===== src/rtl/conv_pkg.sv =====
// rtl/conv_pkg.sv - shared types and constants for the conv window controller
// Purpose: FSM state encoding, default image/kernel geometry and the
//          windows-per-frame helper used to size the optional window counter.
// Ports:   none (package)
package conv_pkg;

  typedef enum logic [1:0] {
    IDLE  = 2'd0,
    FILL  = 2'd1,
    RUN   = 2'd2,
    DRAIN = 2'd3
  } state_t;

  localparam int DEF_IMG_W = 28;
  localparam int DEF_IMG_H = 28;
  localparam int DEF_K     = 5;

  // Number of valid K x K windows in a w x h frame (stride 1, no padding).
  function automatic int win_per_frame(input int w, input int h, input int k);
    return (h - k + 1) * (w - k + 1);
  endfunction

endpackage


===== src/rtl/raster_counter.sv =====
// rtl/raster_counter.sv - column/row raster position counter
// Purpose: tracks the (col,row) position of a raster stream; advances on en,
//          wrapping col at W-1 and row at H-1.
// Ports:   clk, rst (sync, active high), clr (sync clear to 0,0), en (advance);
//          col/row (current position), row_wrap (en on last column),
//          frame_end (en on last column of last row). Strobes are combinational.
module raster_counter #(
  parameter int W     = 28,
  parameter int H     = 28,
  parameter int COL_W = 5,
  parameter int ROW_W = 5
) (
  input  logic             clk,
  input  logic             rst,
  input  logic             clr,
  input  logic             en,
  output logic [COL_W-1:0] col,
  output logic [ROW_W-1:0] row,
  output logic             row_wrap,
  output logic             frame_end
);

  localparam logic [COL_W-1:0] LAST_COL = COL_W'(W - 1);
  localparam logic [ROW_W-1:0] LAST_ROW = ROW_W'(H - 1);

  assign row_wrap  = en && (col == LAST_COL);
  assign frame_end = row_wrap && (row == LAST_ROW);

  always_ff @(posedge clk) begin
    if (rst || clr) begin
      col <= '0;
      row <= '0;
    end else if (en) begin
      if (col == LAST_COL) begin
        col <= '0;
        row <= (row == LAST_ROW) ? '0 : row + 1'b1;
      end else begin
        col <= col + 1'b1;
      end
    end
  end

endmodule


===== src/rtl/conv_window_ctrl.sv =====
// rtl/conv_window_ctrl.sv - line-buffer / K x K window sequencer for one frame
// Purpose: accepts a raster pixel stream after a start pulse, drives line
//          buffer write/rotate strobes and reports each complete K x K window
//          to a valid/ready consumer; pulses frame_done after the last window.
// Ports:   clk, rst (sync, active high), start;
//          pix_valid/pix_ready (pixel stream), lb_wr_en, lb_wr_col, lb_row_rot;
//          win_valid/win_ready, win_row, win_col, win_last_col (window);
//          frame_done, busy; win_cnt only when CONV_WIN_CNT_EN is defined.
// Option:  CONV_WIN_CNT_EN adds a per-frame consumed-window counter and a
//          check that it matches the expected count at frame_done.
module conv_window_ctrl
  import conv_pkg::*;
#(
  parameter int IMG_W = DEF_IMG_W,
  parameter int IMG_H = DEF_IMG_H,
  parameter int K     = DEF_K,
  parameter int COL_W = $clog2(IMG_W),
  parameter int ROW_W = $clog2(IMG_H)
) (
  input  logic             clk,
  input  logic             rst,
  input  logic             start,
  input  logic             pix_valid,
  output logic             pix_ready,
  output logic             lb_wr_en,
  output logic [COL_W-1:0] lb_wr_col,
  output logic             lb_row_rot,
  output logic             win_valid,
  input  logic             win_ready,
  output logic [ROW_W-1:0] win_row,
  output logic [COL_W-1:0] win_col,
  output logic             win_last_col,
  output logic             frame_done,
  output logic             busy
`ifdef CONV_WIN_CNT_EN
  ,
  output logic [$clog2(win_per_frame(IMG_W, IMG_H, K) + 1)-1:0] win_cnt
`endif
);

  localparam logic [COL_W-1:0] LAST_COL = COL_W'(IMG_W - 1);
  localparam logic [COL_W-1:0] K1_COL   = COL_W'(K - 1);
  localparam logic [ROW_W-1:0] K1_ROW   = ROW_W'(K - 1);
  localparam logic [ROW_W-1:0] K2_ROW   = ROW_W'(K - 2);

  state_t           state;
  logic             accept;
  logic             frame_start;
  logic             win_set;
  logic [COL_W-1:0] in_col;
  logic [ROW_W-1:0] in_row;
  logic             row_wrap;
  logic             frame_end;

  // A held window blocks input so the window register is never overwritten
  // before it is consumed; when it is being consumed this cycle, input flows.
  assign pix_ready   = ((state == FILL) || (state == RUN)) && (!win_valid || win_ready);
  assign accept      = pix_valid && pix_ready;
  assign frame_start = (state == IDLE) && start;
  assign busy        = (state != IDLE);

  assign lb_wr_en    = accept;
  assign lb_wr_col   = in_col;
  assign lb_row_rot  = row_wrap;

  // The pixel that completes a window is the bottom-right one; the first K-1
  // columns of each row can never complete one, so windows never span rows.
  assign win_set = accept && (in_row >= K1_ROW) && (in_col >= K1_COL);

  raster_counter #(
    .W     (IMG_W),
    .H     (IMG_H),
    .COL_W (COL_W),
    .ROW_W (ROW_W)
  ) u_in_pos (
    .clk       (clk),
    .rst       (rst),
    .clr       (frame_start),
    .en        (accept),
    .col       (in_col),
    .row       (in_row),
    .row_wrap  (row_wrap),
    .frame_end (frame_end)
  );

  always_ff @(posedge clk) begin
    if (rst) begin
      state        <= IDLE;
      win_valid    <= 1'b0;
      win_row      <= '0;
      win_col      <= '0;
      win_last_col <= 1'b0;
      frame_done   <= 1'b0;
    end else begin
      frame_done <= 1'b0;

      // A new window takes priority over clearing the one being consumed.
      if (win_set) begin
        win_valid    <= 1'b1;
        win_row      <= in_row - K1_ROW;
        win_col      <= in_col - K1_COL;
        win_last_col <= (in_col == LAST_COL);
      end else if (win_valid && win_ready) begin
        win_valid <= 1'b0;
      end

      case (state)
        IDLE:  if (start) state <= FILL;
        FILL:  if (row_wrap && (in_row == K2_ROW)) state <= RUN;
        RUN:   if (frame_end) state <= DRAIN;
        // The frame's last pixel always completes a window, so win_valid is
        // set on entry and its consumption ends the frame.
        DRAIN: if (win_valid && win_ready) begin
          frame_done <= 1'b1;
          state      <= IDLE;
        end
        default: state <= IDLE;
      endcase
    end
  end

`ifdef CONV_WIN_CNT_EN
  localparam int WPF = win_per_frame(IMG_W, IMG_H, K);

  always_ff @(posedge clk) begin
    if (rst || frame_start) begin
      win_cnt <= '0;
    end else if (win_valid && win_ready) begin
      win_cnt <= win_cnt + 1'b1;
    end
  end

  always @(posedge clk) begin
    if (!rst && frame_done) begin
      assert (win_cnt == ($bits(win_cnt))'(WPF));
    end
  end
`endif

endmodule


===== config.mk =====
export PLATFORM = sky130hd
export DESIGN_NAME = conv_window_ctrl
export DESIGN_NICKNAME = d
export VERILOG_FILES = /design/src/rtl/conv_pkg.sv /design/src/rtl/raster_counter.sv /design/src/rtl/conv_window_ctrl.sv
export SDC_FILE = /design/constraint.sdc
export NUM_CORES = 1
export LEC_CHECK = 0
export CORE_MARGIN = 2
export CORE_UTILIZATION = 30
export CTS_BUF_LIST = sky130_fd_sc_hd__clkbuf_4
export CTS_CLUSTER_DIAMETER = 60
export DETAILED_ROUTE_END_ITERATION = 12
export PLACE_DENSITY = 0.57
export SYNTH_ARGS = -nofsm -noshare
export SYNTH_HDL_FRONTEND = slang
export SYNTH_HIERARCHICAL = 1
export SYNTH_SLANG_ARGS = --single-unit

===== constraint.sdc =====
create_clock -name clk -period 6.6 [get_ports clk]
set_clock_uncertainty 0.05 [all_clocks]
set_input_delay 1.32 -clock clk [delete_from_list [all_inputs] [get_ports clk]]
set_output_delay 1.32 -clock clk [all_outputs]
set_load 0.02 [all_outputs]

==> run_results.csv <==
group,metric,value,unit
power_and_ir_drop,power.internal,0.2524,mW
worst_setup_path,crit_path_end_kind,"primary output",
route,num_vias,1176,
power_and_ir_drop,vdd_drop_max,0.0001404,V
power_and_ir_drop,power,0.4020,mW
final_layout,drive_gt1_share,12.07,%
final_layout,final_area,1725,sq um
floorplanning,die_y,72.10,um
timing,slew-limit-headroom,60.18,%
worst_setup_path,cp.arrival,3.72,ns
final_layout,nNetsFinal,193,
floorplanning,rows,24,
synth,synth-seq-cells,25,
synth,synthesis.nets,165,
timing,max_slew.worst_pin.slew,0.5954,ns
timing,final_max_slew_viol_count,0,
power_and_ir_drop,power_frac_comb,40.5,%
clocking,clkSlewWorstSetupHoldPaths,0.15,ns
timing,finalHoldViolations,0,
clocking,cts_resized,0,
route,drc,0,
final_layout,finalNonFillerCells,226,
min_path,min_path_type,"register to register",
synth,ys_types,43,
run,cap_violations,0,
power_and_ir_drop,swShare,37.20,%
clocking,cts_buffers,3,
power_and_ir_drop,p_sw,0.1495,mW
power_and_ir_drop,sequentialPowerShare,42.3,%
worst_setup_path,timing.rr.end,"state[0]",
synth,synth_area,1391,sq um
worst_setup_path,startpoint,"win_ready",
timing,fin_crit,5.092,ns
clocking,clk_latency,0.31,ns
worst_setup_path,required,5.23,ns
synth,synth-warning-count,6,
clocking,cts_setup_buffers,0,
route,wl,3120,um
timing,holdWs,0.4480,ns
power_and_ir_drop,pwr_density_cell,233.0,nW/um^2
route,post_drt_wl_per_cell,13.81,um
grt,grt_usage,12.99,%
place,placed_cells,222,
floorplanning,ios,27,
floorplanning,fp.coreArea,4414,sq um
floorplanning,die_area,5198,sq um
floorplanning,die_w,72.10,um
power_and_ir_drop,pwr-share-clk,17.2,%
route,viasPerCell,5.204,
clocking,cts_max_level,1,
synth,syn_area_per_cell,9.465,sq um
worst_setup_path,path_class,"input port to primary output",
synth,ys.flop_type,"dfxtp_1",
timing,fin_tns_setup,0,ns
final_layout,n_antenna_cell,0,
timing,grt_setup_unrepaired,"no",
clocking,cts_tree,"yes",
clocking,cts_root_buf,"clkbuf_4",
place,routabilityCongestion,0.8789,
floorplanning,start_util,31.52,%
timing,setup_viol,0,
power_and_ir_drop,p_leak,0.6098,nW
worst_setup_path,cp_top_family,"buffers and inverters",
worst_setup_path,cp-start-kind,"input port",
worst_setup_path,cp_max_fo,18,
route,drtIter0Drc,86,
place,dpl_cell_area,1698,sq um
worst_setup_path,timing.critical_path.depth,8,
grt,grt_pass1_vias,1212,
synth,ys_seq_area_share,35.97,%
min_path,hold_depth,2,
route,ant_nets,0,
run_status,status,"finished clean",
synth,synthArstFlopShare,0,%
synth,syn_inst,147,
clocking,clock_sinks,25,
place,post-place-ws,1.482,ns
worst_setup_path,r2r_setup_slack,3.58,ns
final_layout,syn_to_final_growth,24.01,%
grt,grt_max_degree,19,
worst_setup_path,crit_path_end,"lb_row_rot",
place,hpwl,2367,um
worst_setup_path,crit_path_top_delay_cell,"clkdlybuf4s50_1",
timing,max_freq,196.4,MHz
grt,overflow,0,
timing,finalCritPeriodShare,77.16,%
worst_setup_path,reg2reg_from,"state[1]",
worst_setup_path,slowest_delay,0.69,ns
final_layout,fillers,445,
grt,grt_pass1_wl,5478,um
worst_setup_path,path_cells,"clkdlybuf4s50_1 > nand2b_1 > nand3_2 > inv_1 > buf_4 > nand3_2 > nor2_1 > clkdlybuf4s50_1",
route,first_pass_iters,4,
final_layout,fin_util,39.09,%
grt,antenna_found_initial,0,
timing,fin_ws,1.508,ns
clocking,clockBufferDepth,2,
place,numPortBuffers,26,
worst_setup_path,critPathBufInv,4,
clocking,cts_hold_buf,0,
worst_setup_path,reg2regPathDepth,11,
synth,synth_edf_count,0,
-- layout by cell type (no fill, tap or decap), drive strengths merged, types with 4 or more instances in the layout --
| cell type | n |
|---|---|
| clkdlybuf4s50 | 26 |
| dfxtp | 25 |
| a21oi | 17 |
| ha | 13 |
| inv | 10 |
| o21ai | 8 |
| nand3 | 8 |
| nand2 | 7 |
| a211oi | 6 |
| nor3 | 4 |
| or3 | 4 |
| nor3b | 4 |
-- cells by family after synthesis --
| group | share of synthesized area, % |
|---|---|
| and+or+nand+nor | 22.84 |
| xor gates and xnor gates | 3.148 |
| DFF | 35.97 |
| muxes | 2.158 |
| adders and majority gates | 11.69 |
| buffers and inverters | 4.587 |
| AOI/OAI and AO/OA | 19.60 |
-- flip-flops by register name (all words and copies together) (netlist names) --
| signal | count |
|---|---|
| win_col | 5 |
| win_valid | 1 |
| u_in_pos/col | 5 |
| win_last_col | 1 |
| frame_done | 1 |
| win_row | 5 |
| state | 2 |
| u_in_pos/row | 5 |
-- per-layer routing --
metal	track usage, %	up-vias	routed length, um
met1	15.91	562	1408
met4	3.354	0	13
met2	23.14	28	1553
met5	0	-	0
li1	-	584	-
met3	2.639	2	145
-- power groups by stage --
stage | Clock, mW | Sequential, mW | Combinational, mW
floorplan | 0 | 0.173 | 0.108
global placement | 0 | 0.173 | 0.159
detailed placement | 0 | 0.174 | 0.164
CTS | 0.0718 | 0.170 | 0.165
global route | 0.0796 | 0.172 | 0.183
finish | 0.0691 | 0.170 | 0.163
-- tightest hold or removal path: stages (launching register included) --
cell     delay, ns
dfxtp_1       0.34
o21ai_0       0.07
a21oi_1       0.06
-- cell usage after synthesis, drive strengths merged (4+ instances only) --
cell type,number,area share [%]
dfxtp,25,36
a21oi,17,7.5
ha,13,12
inv,10,2.7
nand3,8,3.6
o21ai,8,2.9
nand2,7,1.9
a211oi,6,3.6
nor3,4,1.4
nor3b,4,2.9
or3,4,2.2
-- cell type report --
class                      count  area, sq um  area share (%)
multi-input combinational    108        827.0           47.93
sequential                    25        500.5           29.01
timing repair buffer          27        267.8           15.52
tap                           52        65.06           3.771
inverter                      10        37.54           2.175
clock buffer                   3        22.52           1.305
clock inverter                 1        5.005          0.2901
-- worst min path at each step --
stage	startpoint	slack, ns	end
3_3_place_gp	win_row[0]	0.42	win_row[0]
5_1_grt	win_col[1]	0.47	win_col[1]
3_5_place_dp	win_row[0]	0.42	win_row[0]
2_1_floorplan	state[1]	0.42	state[1]
4_1_cts	win_row[0]	0.44	win_row[0]
6_report	win_col[1]	0.45	win_col[1]
Power figures use the tool's default switching activity.
==> edit (same flow settings) <==
Re-encode `state_t` (4 states) as one-hot, 4 bits wide.
--- a/src/rtl/conv_pkg.sv
+++ b/src/rtl/conv_pkg.sv
@@ -6,7 +6,7 @@
 
-  typedef enum logic [1:0] {
-    IDLE  = 2'd0,
-    FILL  = 2'd1,
-    RUN   = 2'd2,
-    DRAIN = 2'd3
+  typedef enum logic [3:0] {
+    IDLE  = 4'b0001,
+    FILL  = 4'b0010,
+    RUN   = 4'b0100,
+    DRAIN = 4'b1000
   } state_t;
Behaviour: no difference found for any inputs over 10 cycles, from zero or initial values and one cycle with rst high; not proved beyond that.
==> edit against the unedited design <==
  * Sequential cell count grew 2
  * Area after synthesis up 4.4%
  * Global-route usage fell by 1.3 points
  * Maximum frequency grew 1.9%
  * Routed wire length down 7.8%
  * Utilization down 0.93 points
  * Final area grew 3.8%
  * First-iteration DRC count fell by 30%
  * Setup slack better by 0.095 ns
  * Non-clock buffer count is the same
  * Register-to-register slack better by 0.65 ns
  * Largest cell class unchanged
Power is not compared: it rests on default switching activity, and its combinational part moved more than twofold at a synthesized area within 25%.
==> edit: results (changes against the unedited design) <==
** Cells and area
- Clock network contribution to total cell area :: 1.68% (+0.082 points)
- The final net count is 196 (+1.6%).
- The final cell count without fillers was 236 (+4.4%).
- The clock buffer count is 4 (+1).
- FF+latch area :: 541 sq um (+8.0%)
- The final-layout fill cell count was 484 (+8.8%).
- The layout multi-input combinational cell count was 118 (+9.3%).
- The share of final layout cell area taken by non-clock buffers is 15.0% (-0.56 points).

** Global routing
- The fraction of met2 tracks used by global routing came to 18.3% (-4.9 points).
- The met1 global-route usage is 16.1% (+0.15 points).
- Wire length of the first global-routing pass :: 5.02 mm (-8.3%)
- Total routing resource utilization after global routing :: 11.7% (-1.3 points)

** Pwr
- Total power consumption of the routed design :: 0.000271 W

** Critical path
- Cells on worst reg2reg path :: 4 (-7)
- Worst Path Arrival :: 3.63 ns (-0.09 ns)
- Setup slack, reg-to-reg :: 4.23 ns (+0.65 ns)
- Largest fanout of any net on the critical path :: 7 (-11)
- The worst register-to-register path ends at win_col[1]$_SDFFE_PP0P_.

** Outcome
- Result of the run :: finished clean

** Detailed routing
- The routed length on met3 came to 67 um (-54%).
- The routed via count divided by cell count came to 4.81 (-7.7%).

** Timing
- Normalized max-slew margin :: 22.6% (-38 points)
- Setup slack of the critical path after layout :: 1.60 ns (+0.0949 ns)

** Logic synthesis
- The post-synthesis compound-gate area fraction came to 7.92% (-12 points).
- The post-synthesis sequential area ratio was 37.2% (+1.2 points).
- Commonest cells post-synth :: dfxtp_1 (27), nor2_1 (16), nor2b_1 (11), nand2b_1 (10)
- The post-synth net total was 169 (+2.4%).

** Place
- HPWL after detailed placement :: 2.04 mm (-14%)
- The cell count after placement is 232 (+4.5%).
## edit: cell count changes after synthesis, sizes merged, moves of 4 or more
cell / delta
nor2: +13
a21oi: -9
nand2b: +8
nor2b: +8
mux2: +7
a211oi: -6
ha: -5
nand3: -5
inv: -4
## edit: worst min-delay path by stage
stage / endpoint / slack [ns] / depth (start not counted) / from
after floorplan: win_row[1]$_SDFFE_PP0P_ / 0.45 / 2 / u_in_pos/row[1]$_SDFFE_PP0P_
after global placement: frame_done$_SDFF_PP0_ / 0.41 / 2 / win_valid$_SDFFE_PP0P_
after detailed placement: frame_done$_SDFF_PP0_ / 0.41 / 2 / win_valid$_SDFFE_PP0P_
after CTS: frame_done$_SDFF_PP0_ / 0.43 / 2 / win_valid$_SDFFE_PP0P_
after global routing: win_col[0]$_SDFFE_PP0P_ / 0.45 / 2 / win_col[0]$_SDFFE_PP0P_
final: frame_done$_SDFF_PP0_ / 0.43 / 2 / win_valid$_SDFFE_PP0P_
